--- src/rtl/uart_rx_fifo.sv ---
// Receive byte buffer behind the UART receiver: FWFT valid/ready read port, sticky overrun.
// Define UART_RX_FIFO_OVERWRITE_EN to overwrite the oldest byte when full instead of dropping.
module uart_rx_fifo #(
    parameter int DATA_WIDTH = 8,
    parameter int ADDR_WIDTH = 4
) (
    input  logic                  clk,
    input  logic                  reset,
    input  logic                  wr_tick,
    input  logic [DATA_WIDTH-1:0] wr_data,
    output logic                  rd_valid,
    output logic [DATA_WIDTH-1:0] rd_data,
    input  logic                  rd_ready,
    output logic                  full,
    output logic                  empty,
    output logic [ADDR_WIDTH:0]   count,
    output logic                  overrun,
    input  logic                  overrun_clr
);

    localparam int DEPTH = 2 ** ADDR_WIDTH;
    localparam logic [ADDR_WIDTH:0] CNT_FULL = (ADDR_WIDTH + 1)'(DEPTH);
    localparam logic [ADDR_WIDTH:0] CNT_ONE  = (ADDR_WIDTH + 1)'(1);
    localparam logic [ADDR_WIDTH-1:0] PTR_ONE = ADDR_WIDTH'(1);

`ifdef UART_RX_FIFO_OVERWRITE_EN
    localparam bit OVERWRITE = 1'b1;
`else
    localparam bit OVERWRITE = 1'b0;
`endif

    logic [DATA_WIDTH-1:0] mem [DEPTH];
    logic [ADDR_WIDTH-1:0] wr_ptr;
    logic [ADDR_WIDTH-1:0] rd_ptr;

    logic push;
    logic pop;
    logic push_full;
    logic do_write;
    logic rd_adv;

    assign empty    = (count == '0);
    assign full     = (count == CNT_FULL);
    assign rd_valid = !empty;
    assign rd_data  = mem[rd_ptr];

    assign push      = wr_tick;
    assign pop       = rd_valid && rd_ready;
    // A push while full is only an overrun when no pop frees a slot that cycle
    assign push_full = push && full && !pop;
    assign do_write  = push && (!push_full || OVERWRITE);
    assign rd_adv    = pop || (push_full && OVERWRITE);

    always_ff @(posedge clk) begin
        if (do_write) begin
            mem[wr_ptr] <= wr_data;
        end
    end

    always_ff @(posedge clk or posedge reset) begin
        if (reset) begin
            wr_ptr <= '0;
            rd_ptr <= '0;
        end else begin
            if (do_write) begin
                wr_ptr <= wr_ptr + PTR_ONE;
            end
            if (rd_adv) begin
                rd_ptr <= rd_ptr + PTR_ONE;
            end
        end
    end

    always_ff @(posedge clk or posedge reset) begin
        if (reset) begin
            count <= '0;
        end else if (push && !pop && !full) begin
            count <= count + CNT_ONE;
        end else if (pop && !push) begin
            count <= count - CNT_ONE;
        end
    end

    always_ff @(posedge clk or posedge reset) begin
        if (reset) begin
            overrun <= 1'b0;
        end else if (push_full) begin
            overrun <= 1'b1;
        end else if (overrun_clr) begin
            overrun <= 1'b0;
        end
    end

endmodule

--- config.mk ---
export PLATFORM = sky130hd
export DESIGN_NAME = uart_rx_fifo
export DESIGN_NICKNAME = d
export VERILOG_FILES = /design/src/rtl/uart_rx_fifo.sv
export SDC_FILE = /design/constraint.sdc
export NUM_CORES = 1
export LEC_CHECK = 0
export CAP_MARGIN = 20
export CORE_MARGIN = 2
export CORE_UTILIZATION = 45
export CTS_BUF_LIST = sky130_fd_sc_hd__clkbuf_8
export DETAILED_ROUTE_END_ITERATION = 8
export GPL_TIMING_DRIVEN = 0
export PLACE_DENSITY = 0.72
export SLEW_MARGIN = 20
export SYNTH_ARGS = -nofsm -noshare
export SYNTH_HDL_FRONTEND = slang
export SYNTH_SLANG_ARGS = --single-unit
--- constraint.sdc ---
create_clock -name clk -period 2.8 [get_ports clk]
set_input_delay 0.56 -clock clk [delete_from_list [all_inputs] [get_ports clk]]
set_output_delay 0.56 -clock clk [all_outputs]
set_load 0.02 [all_outputs]
==> flow_summary.toml <==
[outcome]
status = "complete, no violations"

[floorplanning]
die_y_um = 118
dieArea_um2 = 13900
initial_utilization = 0.463
pin_count = 30
core_um2 = 12600
num_rows = 41
dieWidth_um = 118

[worst_setup_path]
end_kind = "output port"
cp-start-kind = "register"
critical_path_arrival_ps = 2180
crit_type = "register to output port"
crit_fanout = 9
required_ps = 2240

[layout]
n_antenna_cell = 0
drive_gt1_frac = 0.332
area_growth_pct = 20.1
ff_latch_area_um2 = 4200
nFillCells = 999
multiInputGateArea_um2 = 1660
final_nets = 397
finalInstanceArea_um2 = 7010

[power_and_ir_drop]
p_leak_nw = 2.35
powerDensity_nw_per_um2 = 1050
power_mw = 7.39
peakVddDrop_mv = 0.541

[place]
dp_hpwl_um = 7260
numPortBuffers = 29
place_congestion = 0.843
placed_area_um2 = 6360
pre_cts_ws_ps = -441

[global_routing]
grt_pass1_vias = 3205
grt_start_max_net_pins = 17
antenna_found_initial = 0
track_usage = 0.180
overflow = 0
grt_pass1_wl_um = 18200

[synth]
synth.most_common_cell = "edfxtp_1"
yosys.area.top_type_share = 0.658
ys_top_cells_by_area = "edfxtp_1 (66%), mux4_2 (12%), dfrtp_1 (6.0%)"
synthCells = 314
yosysTopAreaCell = "edfxtp_1"
ys_warn_count = 0
syn_area_um2 = 5840
synth_edf_count = 128
yosys-top-cells-count = "edfxtp_1 (128), mux4_2 (32), nor2_1 (21)"
synthArstFlopShare = 0.0986
ys_seq_area_frac = 0.718
synth_nets = 336
synth_seq_cells = 142
synth_area_per_cell_um2 = 18.6
ys.flop_type = "edfxtp_1"
synth_cell_types = 48

[cts]
clock_sinks = 142
ctsLongestPathBuffers = 2
htree_levels = 4
cts_buffers = 17
cts_root_buf = "clkbuf_8"
cts_tree = "yes"
clkSlewWorstSetupHoldPaths_ps = 80
clock_latency_ps = 440
hold_buffers = 0

[detailed_routing]
firstDrtPassIters = 4
wire_per_inst_um = 20.9
vias = 3134
drc = 0
drt_iter0_markers = 373
ant_nets = 0
viasPerCell = 5.60
wl_um = 11700

[timing]
fin_crit_ps = 2740
slew_viol_final = 0
min_period_over_period = 0.977
worst_slack_ps = 64.8
setup_violations = 0
hold_violations = 0
whs_ps = 493
fmax_ghz = 0.366
rsz0062_at_grt = "yes"
max_slew_margin = 0.380
clock_skew_ps = 11.4
worstMarginPinSlew_ps = 926

[run]
maxCapViolations = 0

[min_path]
min-delay-path-class = "input port to async pin"
## stage by stage
step / util / instances / TNS, ps
final: 0.556 / 560 / 0
after global routing: 0.556 / 560 / -163
after CTS: 0.549 / 552 / -13.9
after detailed placement: 0.504 / 515 / -9630
after global placement: 0.503 / 515 / -14550
after floorplan: - / 314 / 0
## sequential cells by signal (all words and copies together), names as in the netlist
signal,flops
rd_ptr,4
wr_ptr,4
count,5
overrun,1
mem,128
## timing repair
item,in CTS,in global routing
gates resized for setup,61,13
setup endpoints to repair,13,12
endpoints found under the hold margin,0,0
buffers inserted,6,8
pin swaps,3,2
## layout by cell type, fill, tap and decap left out, drive strengths merged, types with 3 or more instances in the layout
cell type      synthesis  final
edfxtp               128    128
nand3                  3      3
nor2b                  3      3
o21ai                  4      4
ha                     8      8
nand2                 16     16
buf                    9     30
xor2                   3      3
clkdlybuf4s50          0     21
nor2                  21     21
nor3                   4      4
clkinv                 0      7
clkbuf                 7     26
xnor2                  6      6
mux4                  32     32
bufinv                 0      3
nand2b                 3      3
a22oi                 16     16
inv                    7      8
dfrtp                 14     14
## cell type report
type                       instances  area share
buffer                            15      0.0189
clock buffer                      19      0.0373
clock inverter                    13      0.0209
inverter                           7     0.00375
multi-input combinational        149       0.236
sequential                       142       0.599
tap                              172      0.0307
timing repair buffer              43      0.0534
## routing by layer
layer  track usage  vias up  part of all wire
li1              -     1380                 -
met1         0.243     1630              0.43
met2         0.290      109              0.50
met3        0.0480       15             0.063
met4        0.0520        0             0.013
met5             0        -                 0
## worst paths after layout
path | depth (start not counted) | endpoint | slack, ps | start
hold reg to reg | 2 | overrun$_DFFE_PP0P_ | 530 | overrun$_DFFE_PP0P_
hold / removal | 2 | overrun$_DFFE_PP0P_ | 490 | reset
max in group asynchronous | 2 | count[0]$_DFFE_PP0P_ | 1860 | reset
min in group clk | 2 | overrun$_DFFE_PP0P_ | 530 | overrun$_DFFE_PP0P_
setup / recovery | 7 | rd_data[6] | 60 | rd_ptr[0]$_DFFE_PP0P_
setup reg to reg | 8 | count[2]$_DFFE_PP0P_ | 110 | count[1]$_DFFE_PP0P_
## cells by family (layout without fill, tap and decap cells)
family,after synthesis,count (layout),share of synthesized area
buffers and inverters,23,97,0.0171
AO/OA/AOI/OAI,38,38,0.0527
adder cells (fa/ha/maj),9,9,0.0206
flip-flops,142,142,0.718
multiplexers,35,35,0.129
AND/OR/NAND/NOR,58,58,0.0489
XOR/XNOR,9,9,0.0135
## report_power, final
| part | switching [mW] | internal, mW |
|---|---|---|
| Clock | 0.742 | 0.914 |
| Combinational | 1.55 | 1.37 |
| Sequential | 0.215 | 2.61 |
## worst max-delay path, stage by stage (launching register included)
cell,delay (ps)
dfrtp_1,360
buf_6,160
buf_12,150
buf_12,110
mux4_2,530
a22oi_2,170
nand2_1,80
clkbuf_2,160
Note: power is estimated with default switching activity, not from simulation.
